===== config.mk =====
export PLATFORM = sky130hd
export DESIGN_NAME = fg_dac_write_sequencer
export DESIGN_NICKNAME = d
export VERILOG_FILES = /design/src/rtl/fg_dac_write_sequencer.sv
export SDC_FILE = /design/constraint.sdc
export NUM_CORES = 1
export LEC_CHECK = 0
export BUFFER_PORTS_ARGS = -buffer_cell sky130_fd_sc_hd__buf_2
export CAP_MARGIN = 25
export CORE_MARGIN = 1
export CORE_UTILIZATION = 57
export CTS_CLUSTER_DIAMETER = 80
export CTS_CLUSTER_SIZE = 24
export DETAILED_ROUTE_END_ITERATION = 8
export GPL_TIMING_DRIVEN = 0
export PLACE_DENSITY = 0.8
export SLEW_MARGIN = 30
export SYNTH_ARGS = -nofsm -noshare
export SYNTH_HDL_FRONTEND = slang
export SYNTH_SLANG_ARGS = --single-unit

===== constraint.sdc =====
create_clock -name clk_i -period 3.25 [get_ports clk_i]
set_input_delay 0.4875 -clock clk_i [delete_from_list [all_inputs] [get_ports clk_i]]
set_output_delay 0.4875 -clock clk_i [all_outputs]
set_load 0.02 [all_outputs]

===== src/rtl/fg_dac_write_sequencer.sv =====
// Sequences parallel DAC writes (setup, WR-low strobe, hold) from a sample stream with a 1-deep pending buffer.
// Optional FG_DAC_OVERRUN_COUNTER_EN adds a saturating 8-bit count of dropped samples.
module fg_dac_write_sequencer #(
    parameter int BITWIDTH      = 8,
    parameter int SETUP_CYCLES  = 1,
    parameter int STROBE_CYCLES = 2,
    parameter int HOLD_CYCLES   = 1
) (
    input  logic                clk_i,
    input  logic                rst_i,
    input  logic                enable_i,
    input  logic [BITWIDTH-1:0] sample_i,
    input  logic                sampleValid_i,
    input  logic                clearOverrun_i,
    output logic [BITWIDTH-1:0] dac_o,
    output logic                dac_wr_n_o,
    output logic                busy_o,
    output logic                pendingFull_o,
    output logic                overrun_o,
    output logic [7:0]          overrunCount_o
);

    typedef enum logic [1:0] {IDLE, SETUP, STROBE, HOLD} state_t;

    localparam logic [3:0] SETUP_LOAD  = 4'(SETUP_CYCLES - 1);
    localparam logic [3:0] STROBE_LOAD = 4'(STROBE_CYCLES - 1);
    localparam logic [3:0] HOLD_LOAD   = 4'(HOLD_CYCLES - 1);

    state_t              state;
    logic [3:0]          phase_cnt;
    logic [BITWIDTH-1:0] pending;
    logic                last_hold;
    logic                overrun_event;

    // A sample is lost whenever a new one arrives mid-transaction while the buffer is occupied,
    // including the last HOLD cycle where the fresh sample takes priority over the buffered one.
    always_comb begin
        last_hold     = (state == HOLD) && (phase_cnt == 4'd0);
        overrun_event = enable_i && sampleValid_i && pendingFull_o && (state != IDLE);
    end

    always_ff @(posedge clk_i) begin
        if (rst_i) begin
            state         <= IDLE;
            phase_cnt     <= 4'd0;
            dac_o         <= '0;
            dac_wr_n_o    <= 1'b1;
            busy_o        <= 1'b0;
            pendingFull_o <= 1'b0;
            pending       <= '0;
            overrun_o     <= 1'b0;
        end else begin
            if (overrun_event)
                overrun_o <= 1'b1;
            else if (clearOverrun_i)
                overrun_o <= 1'b0;

            // The buffer is emptied at the end of every transaction: either consumed or superseded.
            if (!enable_i || last_hold) begin
                pendingFull_o <= 1'b0;
            end else if (sampleValid_i && (state != IDLE)) begin
                pending       <= sample_i;
                pendingFull_o <= 1'b1;
            end

            case (state)
                IDLE: begin
                    if (enable_i && sampleValid_i) begin
                        dac_o     <= sample_i;
                        state     <= SETUP;
                        phase_cnt <= SETUP_LOAD;
                        busy_o    <= 1'b1;
                    end
                end
                SETUP: begin
                    if (phase_cnt == 4'd0) begin
                        state      <= STROBE;
                        phase_cnt  <= STROBE_LOAD;
                        dac_wr_n_o <= 1'b0;
                    end else begin
                        phase_cnt <= phase_cnt - 4'd1;
                    end
                end
                STROBE: begin
                    if (phase_cnt == 4'd0) begin
                        state      <= HOLD;
                        phase_cnt  <= HOLD_LOAD;
                        dac_wr_n_o <= 1'b1;
                    end else begin
                        phase_cnt <= phase_cnt - 4'd1;
                    end
                end
                HOLD: begin
                    if (phase_cnt != 4'd0) begin
                        phase_cnt <= phase_cnt - 4'd1;
                    end else if (enable_i && sampleValid_i) begin
                        dac_o     <= sample_i;
                        state     <= SETUP;
                        phase_cnt <= SETUP_LOAD;
                    end else if (enable_i && pendingFull_o) begin
                        dac_o     <= pending;
                        state     <= SETUP;
                        phase_cnt <= SETUP_LOAD;
                    end else begin
                        state  <= IDLE;
                        busy_o <= 1'b0;
                    end
                end
                default: begin
                    state      <= IDLE;
                    phase_cnt  <= 4'd0;
                    dac_wr_n_o <= 1'b1;
                    busy_o     <= 1'b0;
                end
            endcase
        end
    end

`ifdef FG_DAC_OVERRUN_COUNTER_EN
    logic [7:0] overrun_count;

    always_ff @(posedge clk_i) begin
        if (rst_i)
            overrun_count <= 8'd0;
        else if (overrun_event && (overrun_count != 8'hFF))
            overrun_count <= overrun_count + 8'd1;
    end

    assign overrunCount_o = overrun_count;
`else
    assign overrunCount_o = 8'd0;
`endif

endmodule

Word-level counts from Yosys, hierarchy flattened --
Cells that the tools add are included.
Cells by class: add/sub/neg operators 1, equal/unequal tests 11, muxes and demuxes 29, bitwise gates (word level) 1, reductions and logical operators 22
Operators with widths (number):
- $mux 8 | 4
- $mux 4 | 6
- $pmux 4 s4 | 1
- $pmux 8 s2 | 1
- $ne 2x2->1 const B | 6
- $mux 1 | 10
- $mux 2 | 4
- $pmux 2 s4 | 1
- $reduce_and 4->1 | 2
- $reduce_bool 2->1 | 4
- $logic_and 1x1->1 | 6
- $reduce_and 5->1 | 1
- $eq 2x2->1 const B | 2
- $logic_not 4->1 | 1
- $ne 4x1->1 const B | 1
- $pmux 1 s2 | 2
- $reduce_and 2->1 | 2
- $reduce_bool 4->1 | 1
- $sub 4x1->4 const B | 1
- $ne 3x1->1 const B | 1
- $reduce_and 3->1 | 1
- $eq 2x1->1 const B | 1
- $logic_not 2->1 | 1
- $reduce_or 2->1 | 1
- 3 further kinds | 3
Word-level totals: bits in registers 26, input bits 13, output and inout port bits 20, logic and storage cells 72

Logic depth before layout (Yosys ltp) --
word-level depth 5, gate-level depth with buffers 7, gate-level depth less buffers 6

Worst setup path before layout --
Ideal clock, no wire load.
path kind flip-flop to flip-flop, start register phase_cnt[0], end register dac_o[2], setup time 0.139 ns, arrival time 1.517 ns, data required time 3.111 ns, slack 1.595 ns, cell stages (with the launch flop) 8, path buffers 1, clock period less this slack 1.655 ns, cells stage by stage dfxtp_1 inv_1 ha_1 or3b_4 o21ai_4 and2_1 buf_6 a211oi_2
Between the ends: word-level cells in the longest chain between the ends 3
Ends and longest elaborated chain:
- start: declaration | RTL line 30 | logic [3:0] phase_cnt;
- start signal: assignment | RTL line 81 | phase_cnt <= phase_cnt - 4'd1;
- start signal: assignment | RTL line 90 | phase_cnt <= phase_cnt - 4'd1;
- start signal: assignment | RTL line 95 | phase_cnt <= phase_cnt - 4'd1;
- $reduce_bool 4->1 | RTL line 94 | if (phase_cnt != 4'd0) begin
- $ne 2x2->1 (no line)
- $reduce_and 4->1 (no line)
- end signal: assignment | RTL line 69 | dac_o <= sample_i;
- end signal: assignment | RTL line 97 | dac_o <= sample_i;
- end signal: assignment | RTL line 101 | dac_o <= pending;
- end: declaration | RTL line 15 | output logic [BITWIDTH-1:0] dac_o,
No other way between the ends. A chain may end at the register's enable or synchronous reset.

Worst setup path in the final report --
start register phase_cnt[0], end register pending[3]
Between the ends: word-level cells in the longest chain between the ends 5
Ends and longest elaborated chain:
- $logic_not 4->1 | RTL line 38 | last_hold = (state == HOLD) && (phase_cnt == 4'd0);
- $logic_and 1x1->1 | RTL line 38
- $logic_or 1x1->1 | RTL line 59 | if (!enable_i || last_hold) begin
- $not 1->1 (no line)
- $reduce_and 2->1 (no line)
- end signal: assignment | RTL line 62 | pending <= sample_i;
- end: declaration | RTL line 31 | logic [BITWIDTH-1:0] pending;
No other way between the ends.

==> impl_results.md <==
- Number of enable flip-flop cells after synthesis: 0
- Startpoint of the worst hold path: sample_i[4]
- Final worst-path cycle share: 57.8%
- Category of the critical setup timing path: flop to flop
- Total count of hold-check failures in the final report: 0
- Gp weighted congestion: 0.788
- Quantity of I/O buffers inserted on ports: 22
- Leading cell types by total area after synthesis: sky130_fd_sc_hd__dfxtp_1, sky130_fd_sc_hd__mux2i_1, sky130_fd_sc_hd__a211oi_2, sky130_fd_sc_hd__ha_1, sky130_fd_sc_hd__a21oi_1
- Critical path data arrival time: 2.10 ns
- Static leakage: 0.714 nW
- Worst-case headroom to the max-slew limit: 58.5%
- Maximum number of pins on one net before global-route repair: 16
- Final Total Pwr: 0.00141 W
- Number of warning messages in the yosys log: 0
- Startpoint of the worst register-to-register path: phase_cnt[0]$_SDFFE_PP0P_
- Latest clock arrival within the worst-skew pair: 0.33 ns
- Initial cell density of the core: 62.2%
- Synth async-reset ratio: 0%
- Total count of max-transition violations in the final report: 0
- Antenna violations before repair: 0
- Die width: 51.8 µm
- Residual DRC count: 0
- Slack of the worst reg-to-reg path: 1.37 ns
- Worst vdd rail ir drop: 0.732 mV
- Worst Hold Endpoint: pending[4]$_SDFFE_PP0P_
- Cells on Worst Hold Path: 3
- Mean instance size in the synthesized netlist: 9.83 µm²
- Clock skew: 0.00428 ns
- Cell type contributing the most total cell area after synthesis: sky130_fd_sc_hd__dfxtp_1
- Required time reported for the critical path endpoint: 3.48 ns
- Post-CTS setup buffers: 0
- Clock tree from TritonCTS: built
- Clk sinks: 26
- Utilization after layout: 72.0%
- Total number of nets in the final design: 198
- Tmin final: 1.88 ns
- Upper clock frequency limit: 0.532 GHz
- Count of mapped cells out of synthesis: 144
- TritonCTS Buffers: 3
- Outcome: finished, final reports clean
- Initial DRC Count: 51
- CTS-repair resized insts: 0
- Top-count cell post-synth: sky130_fd_sc_hd__dfxtp_1
- Via count of the first global-routing pass: 1045
- R2R cell count: 6
- Number of nets still failing antenna checks after routing: 0
- Tightest Hold Check Type: primary input to flop
- Final-layout setup total negative slack: 0 ns
- Number of inserted diodes: 0
- Die Footprint: 2690 µm²
- First-pass iteration count of the detailed router: 4
- Area inside the core boundary: 2280 µm²
- Flip-flop and latch count after synthesis: 26
- Total of endpoints with negative setup slack in the final report: 0
- Total half-perimeter wirelength after legalization and detailed placement: 2.26 mm
- CP endpoint kind: flop
- Vias after detailed routing: 1171
- Clock slew seen by the registers of the worst setup and hold paths: 0.15 ns
- Share of cells above drive strength 1: 30.5%
- Sum of overflow across all layers after global routing: 0
- CTS root buffer: sky130_fd_sc_hd__clkbuf_4
- Synthesized area: 1420 µm²
- Height of the chip: 51.8 µm
- Detailed Route WL: 3.05 mm
- Startpoint Class: flop
- Share of synthesized area occupied by flip-flops and latches: 36.8%
- Number of hold buffers added after cts: 0
- Count of different cell masters after synthesis: 37
- Unrepaired setup endpoints after global routing: false
- Overall routing resource usage: 24.6%
- Terminus of the critical flop-to-flop path: pending[3]$_SDFFE_PP0P_
- Count of max-cap constraint violations: 0
- Most used flip-flop cell after synthesis: sky130_fd_sc_hd__dfxtp_1
- Count of standard-cell rows: 17
- H-tree depth: 1
- Share of Yosys cell area claimed by the top area cell type: 36.8%
- Most common library cells after synthesis: sky130_fd_sc_hd__dfxtp_1, sky130_fd_sc_hd__mux2i_1, sky130_fd_sc_hd__nor2_1, sky130_fd_sc_hd__a21oi_1
- Least-Margin Pin Slew: 0.623 ns
- Area growth syn-to-layout: 15.8%
- Biggest fanout along the worst timing path: 8
- Top-level I/O count: 33
- Global-route wire length before repair: 4.84 mm
- CTS max path bufs: 2
- Routed length per instance: 14.9 µm
- Power density normalized to cell area: 863 nW/µm²
- Routed vias/inst: 5.71
-- sequential cells by signal, summed over array words and instances, names as in the netlist --
name	count
busy_o	1
dac_o	8
dac_wr_n_o	1
overrun_o	1
pending	8
pendingFull_o	1
phase_cnt	4
state	2
-- metrics by stage --
step	hold slack [ns]	setup WS [ns]	cells	cell area, µm²
floorplan	0.463	1.59	151	1440
global placement	0.457	1.48	201	1590
detailed placement	0.468	1.40	201	1590
CTS	0.394	1.38	205	1640
global route	0.398	1.22	205	1640
finish	0.403	1.37	205	1640
-- worst max path at each step --
stage,start,end,slack (ns),cells past startpoint
finish,phase_cnt[0]$_SDFFE_PP0P_,pending[3]$_SDFFE_PP0P_,1.37,6
global route,state[0]$_SDFFE_PP0P_,dac_o[2]$_SDFFE_PP0P_,1.22,7
CTS,phase_cnt[0]$_SDFFE_PP0P_,dac_o[4]$_SDFFE_PP0P_,1.38,7
detailed placement,phase_cnt[0]$_SDFFE_PP0P_,dac_o[4]$_SDFFE_PP0P_,1.40,7
global placement,phase_cnt[0]$_SDFFE_PP0P_,dac_o[4]$_SDFFE_PP0P_,1.48,7
floorplan,phase_cnt[0]$_SDFFE_PP0P_,dac_o[2]$_SDFFE_PP0P_,1.59,7
-- kinds of logic (layout without fill, tap and decap cells) --
group	Yosys count	count (layout)	share of synthesized area, %
mux	18	18	12.7
flops	26	26	36.8
other cells	1	8	0.265
compound gates	39	39	23.4
buf+inv	21	47	8.49
fa+ha+maj	7	7	6.19
simple gates	32	32	12.1
-- worst max-delay path, cell delays in order, from the launching register on --
cell and delay [ns]:
sky130_fd_sc_hd__dfxtp_1 0.38, sky130_fd_sc_hd__inv_1 0.09, sky130_fd_sc_hd__ha_1 0.17, sky130_fd_sc_hd__or3b_4 0.43, sky130_fd_sc_hd__o211ai_4 0.38, sky130_fd_sc_hd__mux2i_1 0.27
sky130_fd_sc_hd__nor2_1 0.05
-- cell type report --
class,instances,area (µm²)
multi-input combinational,104,801
tap,28,35.0
timing repair buffer,22,110
fill,172,637
buffer,14,91.3
clock inverter,1,30.0
clock buffer,3,22.5
inverter,7,28.8
sequential,26,520
-- layout by cell type, fill, tap and decap left out, types with 2 or more instances in the layout --
cell type / instances
sky130_fd_sc_hd__dfxtp_1: 26
sky130_fd_sc_hd__buf_2: 23
sky130_fd_sc_hd__mux2i_1: 18
sky130_fd_sc_hd__nor2_1: 13
sky130_fd_sc_hd__a21oi_1: 12
sky130_fd_sc_hd__a211oi_2: 8
sky130_fd_sc_hd__buf_4: 8
sky130_fd_sc_hd__conb_1: 8
sky130_fd_sc_hd__ha_1: 7
sky130_fd_sc_hd__inv_1: 6
sky130_fd_sc_hd__nor3_1: 5
sky130_fd_sc_hd__o21ai_0: 5
sky130_fd_sc_hd__clkbuf_1: 4
sky130_fd_sc_hd__nor4_1: 3
sky130_fd_sc_hd__nand2_1: 3
sky130_fd_sc_hd__clkbuf_4: 3
sky130_fd_sc_hd__nand3b_1: 2
sky130_fd_sc_hd__a221o_1: 2
-- metal layers --
| layer | up-vias | global-route usage (%) | part of all wire, % | wire length [µm] |
|---|---|---|---|---|
| met5 | - | 0 | 0 | 0 |
| met4 | 0 | 9.91 | 1.6 | 48 |
| met3 | 8 | 2.92 | 6.4 | 194 |
| met2 | 52 | 39.3 | 48 | 1450 |
| met1 | 539 | 33.4 | 44 | 1350 |
| li1 | 572 | - | - | - |
-- power by group --
part	switching [W]	internal, W
Sequential	0.0000505	0.000406
Clock	0.000101	0.000125
Combinational	0.000447	0.000285
(Power assumes the default switching activity.)
